## config.mk

```make
export PLATFORM = sky130hd
export DESIGN_NAME = hazard_unit
export DESIGN_NICKNAME = d
export VERILOG_FILES = /design/src/rtl/hazard_unit.sv
export SDC_FILE = /design/constraint.sdc
export NUM_CORES = 1
export LEC_CHECK = 0
export BUFFER_PORTS_ARGS = -buffer_cell sky130_fd_sc_hd__buf_4
export CORE_UTILIZATION = 42
export DETAILED_ROUTE_END_ITERATION = 7
export GPL_ROUTABILITY_DRIVEN = 0
export GPL_TIMING_DRIVEN = 0
export MAX_ROUTING_LAYER = met4
export PLACE_DENSITY = 0.8
export SLEW_MARGIN = 40
export SYNTH_ARGS = -nofsm -noshare
export SYNTH_HDL_FRONTEND = slang
export SYNTH_HIERARCHICAL = 1
export SYNTH_SLANG_ARGS = --single-unit
```

## constraint.sdc

```tcl
create_clock -name clk -period 2.45 [get_ports clk]
set_clock_uncertainty 0.2 [all_clocks]
set_input_delay 0.49 -clock clk [delete_from_list [all_inputs] [get_ports clk]]
set_output_delay 0.49 -clock clk [all_outputs]
set_load 0.01 [all_outputs]
```

## src/rtl/hazard_unit.sv

```systemverilog
// Five-stage pipeline hazard controller: forwarding selects, load-use stall, redirect flush.
// Optional saturating stall/flush performance counters under HAZARD_PERF_CNT_EN.

module hazard_fwd_sel #(
  parameter int REG_ADDR_W = 5
) (
  input  logic [REG_ADDR_W-1:0] rs_e,
  input  logic [REG_ADDR_W-1:0] rd_m,
  input  logic                  reg_write_m,
  input  logic [REG_ADDR_W-1:0] rd_w,
  input  logic                  reg_write_w,
  output logic [1:0]            sel
);
  // M is younger than W, so it wins; x0 is never a real producer.
  always_comb begin
    sel = 2'b00;
    if (reg_write_m && (rd_m != '0) && (rd_m == rs_e))      sel = 2'b10;
    else if (reg_write_w && (rd_w != '0) && (rd_w == rs_e)) sel = 2'b01;
  end
endmodule

module hazard_unit #(
  parameter int REG_ADDR_W = 5,
  parameter int CNT_W      = 32
) (
  input  logic                  clk,
  input  logic                  rst,
  input  logic [REG_ADDR_W-1:0] Rs1D_i,
  input  logic [REG_ADDR_W-1:0] Rs2D_i,
  input  logic [REG_ADDR_W-1:0] RdD_i,
  input  logic                  RegWriteD_i,
  input  logic                  LoadD_i,
  input  logic                  RedirectE_i,
  output logic [1:0]            ForwardAEctrl_o,
  output logic [1:0]            ForwardBEctrl_o,
  output logic                  StallF_o,
  output logic                  StallD_o,
  output logic                  FlushD_o,
  output logic                  FlushE_o,
  output logic [CNT_W-1:0]      StallCnt_o,
  output logic [CNT_W-1:0]      FlushCnt_o
);
  localparam int NUM_SRC = 2;

  typedef struct packed {
    logic [REG_ADDR_W-1:0] rs1;
    logic [REG_ADDR_W-1:0] rs2;
    logic [REG_ADDR_W-1:0] rd;
    logic                  reg_write;
    logic                  load;
  } e_ent_t;

  // The load flag is dropped once past E: nothing downstream of E consults it.
  typedef struct packed {
    logic [REG_ADDR_W-1:0] rd;
    logic                  reg_write;
  } mw_ent_t;

  e_ent_t  e_q;
  mw_ent_t m_q, w_q;

  always_ff @(posedge clk or posedge rst) begin
    if (rst) begin
      e_q <= '0;
      m_q <= '0;
      w_q <= '0;
    end else begin
      m_q <= '{rd: e_q.rd, reg_write: e_q.reg_write};
      w_q <= m_q;
      if (FlushE_o) e_q <= '0;
      else          e_q <= '{rs1: Rs1D_i, rs2: Rs2D_i, rd: RdD_i,
                             reg_write: RegWriteD_i, load: LoadD_i};
    end
  end

  logic [NUM_SRC-1:0][REG_ADDR_W-1:0] rs_e;
  logic [NUM_SRC-1:0][1:0]            fwd_sel;

  assign rs_e = {e_q.rs2, e_q.rs1};

  for (genvar s = 0; s < NUM_SRC; s++) begin : g_fwd
    hazard_fwd_sel #(.REG_ADDR_W(REG_ADDR_W)) u_fwd (
      .rs_e        (rs_e[s]),
      .rd_m        (m_q.rd),
      .reg_write_m (m_q.reg_write),
      .rd_w        (w_q.rd),
      .reg_write_w (w_q.reg_write),
      .sel         (fwd_sel[s])
    );
  end

  logic lu;
  assign lu = e_q.load && e_q.reg_write && (e_q.rd != '0) &&
              ((e_q.rd == Rs1D_i) || (e_q.rd == Rs2D_i));

  // Redirect beats load-use: the stalled D instruction is on the wrong path anyway.
  always_comb begin
    ForwardAEctrl_o = fwd_sel[0];
    ForwardBEctrl_o = fwd_sel[1];
    StallF_o        = lu && !RedirectE_i;
    StallD_o        = lu && !RedirectE_i;
    FlushD_o        = RedirectE_i;
    FlushE_o        = lu || RedirectE_i;
    if (rst) begin
      ForwardAEctrl_o = 2'b00;
      ForwardBEctrl_o = 2'b00;
      StallF_o        = 1'b0;
      StallD_o        = 1'b0;
      FlushD_o        = 1'b0;
      FlushE_o        = 1'b0;
    end
  end

`ifdef HAZARD_PERF_CNT_EN
  logic [CNT_W-1:0] stall_cnt_q, flush_cnt_q;

  always_ff @(posedge clk or posedge rst) begin
    if (rst) begin
      stall_cnt_q <= '0;
      flush_cnt_q <= '0;
    end else begin
      if (StallD_o && !(&stall_cnt_q)) stall_cnt_q <= stall_cnt_q + 1'b1;
      if (FlushD_o && !(&flush_cnt_q)) flush_cnt_q <= flush_cnt_q + 1'b1;
    end
  end

  assign StallCnt_o = stall_cnt_q;
  assign FlushCnt_o = flush_cnt_q;
`else
  assign StallCnt_o = '0;
  assign FlushCnt_o = '0;
`endif

endmodule

```

After elaboration in Yosys (flattened, before gate mapping)

Cells that the tools add are included.

Bits in latches: 0
Memories: 0
Bits in writable memories: 0
Word-level logic and storage cells: 41
Register bits after elaboration: 29
ROM bits: 0
Output and inout port bits: 72
Input port bits: 20

Shifts and indexed selects: 0
Order comparisons: 0
Multiply operators: 0
Reduce and logical (&&, ||, !) cells: 16
$add $sub $neg: 0
Mux-type cells: 10
Bitwise gates (word level): 0
Equality and inequality tests: 6
Divide/modulo/power cells: 0

Operators by type and width:

| kind                | count |
|---|---|
| equality test 5 bit | 6 |
| two-way mux 17 bit  | 1 |
| nonzero test 5 bit  | 3 |
| logical AND 1 bit   | 10 |
| two-way mux 2 bit   | 4 |
| two-way mux 1 bit   | 5 |
| logical OR 1 bit    | 2 |
| logical NOT 1 bit   | 1 |

Depth between registers and ports, before layout

Word-level depth: 6
Mapped depth: 6

Modules after synthesis

Netlist, hierarchy kept.

Modules (own cells, without submodules):

| module         | times used | cells each | area an instance (um2) |
|---|---|---|---|
| hazard_unit    | 1          | 161        | 1632.8 |
| hazard_fwd_sel | 2          | 20         | 151.4 |

Worst setup path before layout

Ideal clock, no wire load.

Path type: input to output
From: in rst
To: out StallF_o
Path slack: -366 ps
Path buffers: 2
Data required time: 1760 ps
Cell stages on the path: 6
Data arrival time: 2126 ps
Cell sequence: inv_1 o2111a_1 buf_6 inv_1 nor3_1 buf_4

Longest elaborated chain between the ends: 1

Ends and longest elaborated chain:

| element           | line | RTL |
|---|---|---|
| start, declared   | 27   | `input logic rst,` |
| two-way mux 1 bit | -    |  |
| end, declared     | 36   | `output logic StallF_o,` |

No other way between the ends.

Worst setup path after layout

From: reg e_q[3] (netlist name)
To: out StallF_o

Longest elaborated chain between the ends: 5
Elaborated cells on any way between the ends: 8
Those cells by class: eq/ne: 2; mux: 1; reduce/logical: 5

Ends and longest elaborated chain:

| element                                                   | line   | RTL |
|---|---|---|
| start, declared                                           | 59     | `e_ent_t e_q;` |
| start signal, assigned                                    | 71     | `else e_q <= '{rs1: Rs1D_i, rs2: Rs2D_i, rd: RdD_i,` |
| equality test 5 bit or nonzero test 5 bit (tied branches) | 94, 93 |  |
| logical OR 1 bit or logical AND 1 bit (tied branches)     | 94, 93 |  |
| logical AND 1 bit (*)                                     | 93     | `assign lu = e_q.load && e_q.reg_write && (e_q.rd != '0) &&` |
| logical AND 1 bit (*)                                     | 100    | `StallF_o = lu && !RedirectE_i;` |
| two-way mux 1 bit (*)                                     | 104    | `if (rst) begin` |

Every way passes the cells marked *; elsewhere a longest branch is shown, timed or not.

==> flow_summary.ini <==
[outcome]
run_status = complete, but fails checks
failed_checks = setup timing

[synth]
synthCells = 201
mean_area_per_synthesized_cell_um2 = 9.63
synth_sequential_area_ratio_pct = 37.5
synthDominantCellAreaShare_pct = 37.5
synth-seq-cells = 29
compound_gate_portion_of_the_synthesized_area_pct = 11.4
synth.cell_area_mm2 = 0.00194
synth_top_family_by_area = buffers and inverters
yosysWarnings = 6
post-synth-top-area-cell = sky130_fd_sc_hd__dfrtp_1
ys_types = 26
synth-xor-area-share_pct = 11.8
post_synth_and_or_nand_nor_area_fraction_pct = 11.2
synthTopCellsByArea = sky130_fd_sc_hd__dfrtp_1 37%, sky130_fd_sc_hd__buf_4 25%, sky130_fd_sc_hd__xnor2_1 9.0%
multiplexer_fraction_of_the_synthesized_cell_area_pct = 0
synthAdderAreaFrac_pct = 0

[placed_design]
place.detailed.hpwl_mm = 2.65
numPortBuffers = 27
dpl.cell_count = 343
dp_slack_ns = -0.571

[layout]
utilization_pct = 61.6
multi_input_logic_area_um2 = 972
stdcell_count = 363
nets_final = 330
area_added_between_synthesis_and_finish_pct = 39.6
num-fill-cells = 369
proportion_of_layout_cells_with_a_drive_suffix_above_1_pct = 46.9
num_antenna_cells = 0
layout.area.seq_um2 = 731

[clock_network]
cts_buffers = 5
max-clock-path-buffers = 2
cts_hold_buffers = 0
cts_root_buf = sky130_fd_sc_hd__clkbuf_8
clkSinkCount = 29
cts.htree.levels = 2
tritoncts = built
clk-insertion-delay-late_ns = 0.28
clock_transition_at_path_regs_ns = 0.06

[critical_path]
cp-start-kind = flip-flop
critPathMaxFanout = 2
critical_path_cell_count = 6
critical-path-max-stage-delay_ns = 0.52
r2r-end = e_q[15]
critical_path_arrival_ns = 1.84
crit-reg2reg-launch = e_q[4]
timing.critical_path.to_type = primary output
critPathTopFamily = simple AND/OR/NAND/NOR gates
setup.worst_path.class = reg2out
critical_path.slowest_cell = sky130_fd_sc_hd__or4_4
rrSetupSlack_ns = 0.15
critPathBufInv = 3
worst-r2r-cell-count = 7
critPathRequiredTime_ns = 1.76
critical_path.cell_chain = or4_4 > o2111a_2 > inv_4 > nor3_2 > buf_4 > buf_6

[grt]
grt_pass1_vias = 1296
first_pass_grt_wire_length_mm = 5.84
antenna_violations_before_repair = 0
grt_overflow_total = 0
grt.total_usage_pct = 16.0
grt_start_max_net_pins = 20

[floorplanning]
initial_utilization_pct = 44.1
num_io_pins = 92
die_width_um = 69.9
die_h_um = 69.9
num_rows = 24
placeableCoreArea_mm2 = 0.00438
area_of_the_die_mm2 = 0.00488

[power_and_ir_drop]
vdd_ir_drop_max_uv = 288
power_per_cell_area_mw_per_mm2 = 466
p_total_w = 0.00126
cellLeakagePower_nw = 1.41

[sta]
layout_min_cycle_time_ns = 2.53
finalWorstSetupSlack_ns = -0.0791
timing_hold_violations_final = 0
max_slew_violation_count = 0
finalHoldWorstSlack_ns = 0.0460
timing.final.crit_share_pct = 103
worst-slew-pin-transition_ns = 0.697
grt_setup_unrepaired = true
max_clock_freq_ghz = 0.395
relSlewSlack_pct = 53.3
timing.final.setup_violations = 2

[route]
drt_iter0_drc = 32
post_drt_via_cell_ratio = 3.98
drt-wirelength-per-cell_um = 10.2
wl_mm = 3.72
ant_nets = 0
dr.pass1.iters = 4
drc_errors = 0
vias_post_dr = 1443

[worst_hold_path]
min_path_type = in2async

[job]
drv_cap = 0
-- sequential cells by signal (all words and copies together), names as in the netlist --
signal	count
e_q	17
m_q	6
w_q	6
-- stage by stage --
stage / TNS, ns / instance area (um2)
after floorplan: -0.0235 / 2180
after global placement: -1.49 / 2450
after detailed placement: -2.05 / 2450
after CTS: -0.316 / 2600
after global routing: -0.428 / 2700
final: -0.112 / 2700
-- repair_timing --
action	in CTS	in global routing
endpoints found under the setup margin	6	5
buffers inserted	4	9
gates resized for setup	6	14
cloned	1	0
pin swaps	4	11
-- cells by family (layout without fill, tap and decap cells) --
kind of cell,Yosys count,count (layout)
buffers and inverters,72,119
other,1,64
xor gates and xnor gates,26,26
DFF,29,29
AOI/OAI and AO/OA,27,27
and+or+nand+nor,46,46
-- where the power goes --
part / leakage [nW] / internal, W / switching, W
clock network: 0.0439 / 0.000195 / 0.000186
registers: 0.352 / 0.000512 / 0.0000387
logic: 1.02 / 0.000173 / 0.000156
total: 1.41 / 0.000880 / 0.000380
-- how the worst max path moves through the flow --
stage | slack [ns] | start | end
final | -0.08 | e_q[3] | StallF_o
after global routing | -0.14 | e_q[3] | StallF_o
after CTS | -0.15 | e_q[4] | StallF_o
after detailed placement | -0.57 | rst | FlushE_o
after global placement | -0.51 | rst | FlushE_o
after floorplan | -0.02 | rst | StallF_o
-- area by class of cell --
class / instances / area share (%)
clock inverter: 3 / 0.648
inverter: 3 / 0.648
clock buffer: 5 / 2.55
timing repair inverter: 1 / 0.185
timing repair buffer: 40 / 11.5
buffer: 67 / 19.0
sequential: 29 / 27.0
tap: 52 / 2.41
multi-input combinational: 163 / 36.0
-- worst reg2reg max path, cell delays in order, from the launching register on --
cell                      delay, ns
sky130_fd_sc_hd__dfrtp_1       0.39
sky130_fd_sc_hd__buf_4         0.15
sky130_fd_sc_hd__xnor2_1       0.14
sky130_fd_sc_hd__nand3_1       0.13
sky130_fd_sc_hd__buf_4         0.15
sky130_fd_sc_hd__o22ai_1       0.53
sky130_fd_sc_hd__buf_2         0.39
sky130_fd_sc_hd__a21oi_2       0.09
-- cell usage after synthesis --
master,count
sky130_fd_sc_hd__a211oi_2,2
sky130_fd_sc_hd__a21oi_1,9
sky130_fd_sc_hd__a21oi_2,10
sky130_fd_sc_hd__buf_12,1
sky130_fd_sc_hd__buf_2,1
sky130_fd_sc_hd__buf_4,65
sky130_fd_sc_hd__buf_6,1
sky130_fd_sc_hd__clkbuf_1,1
sky130_fd_sc_hd__conb_1,1
sky130_fd_sc_hd__dfrtp_1,29
sky130_fd_sc_hd__inv_1,3
sky130_fd_sc_hd__nand2_1,24
sky130_fd_sc_hd__nand3_1,6
sky130_fd_sc_hd__nor2_1,2
sky130_fd_sc_hd__nor2b_1,4
sky130_fd_sc_hd__nor3_1,5
sky130_fd_sc_hd__nor3_2,2
sky130_fd_sc_hd__nor4_1,2
sky130_fd_sc_hd__o2111a_1,1
sky130_fd_sc_hd__o21ai_0,1
sky130_fd_sc_hd__o22a_1,1
sky130_fd_sc_hd__o22ai_1,1
sky130_fd_sc_hd__o41ai_2,2
sky130_fd_sc_hd__or4_1,1
sky130_fd_sc_hd__xnor2_1,20
sky130_fd_sc_hd__xor2_1,6
-- placed cells by master, fill, tap and decap left out, drive strengths merged --
cell and n:
a211oi 2, a21oi 19, buf 107, clkbuf 5, clkinv 2, clkinvlp 3, conb 64, dfrtp 29
inv 2, nand2 24, nand3 6, nor2 2, nor2b 4, nor3 7, nor4 2, o2111a 1
o21ai 1, o22a 1, o22ai 1, o41ai 2, or4 1, xnor2 20, xor2 6
-- per-layer routing --
| layer | part of all wire, % | vias up | track usage [%] |
|---|---|---|---|
| met5 | 0 | - | - |
| met4 | 1.7 | 0 | 6.44 |
| met3 | 6.2 | 7 | 4.33 |
| met2 | 50 | 61 | 26.9 |
| met1 | 42 | 632 | 18.1 |
| li1 | - | 743 | - |
Note: power is estimated with default switching activity, not from simulation.
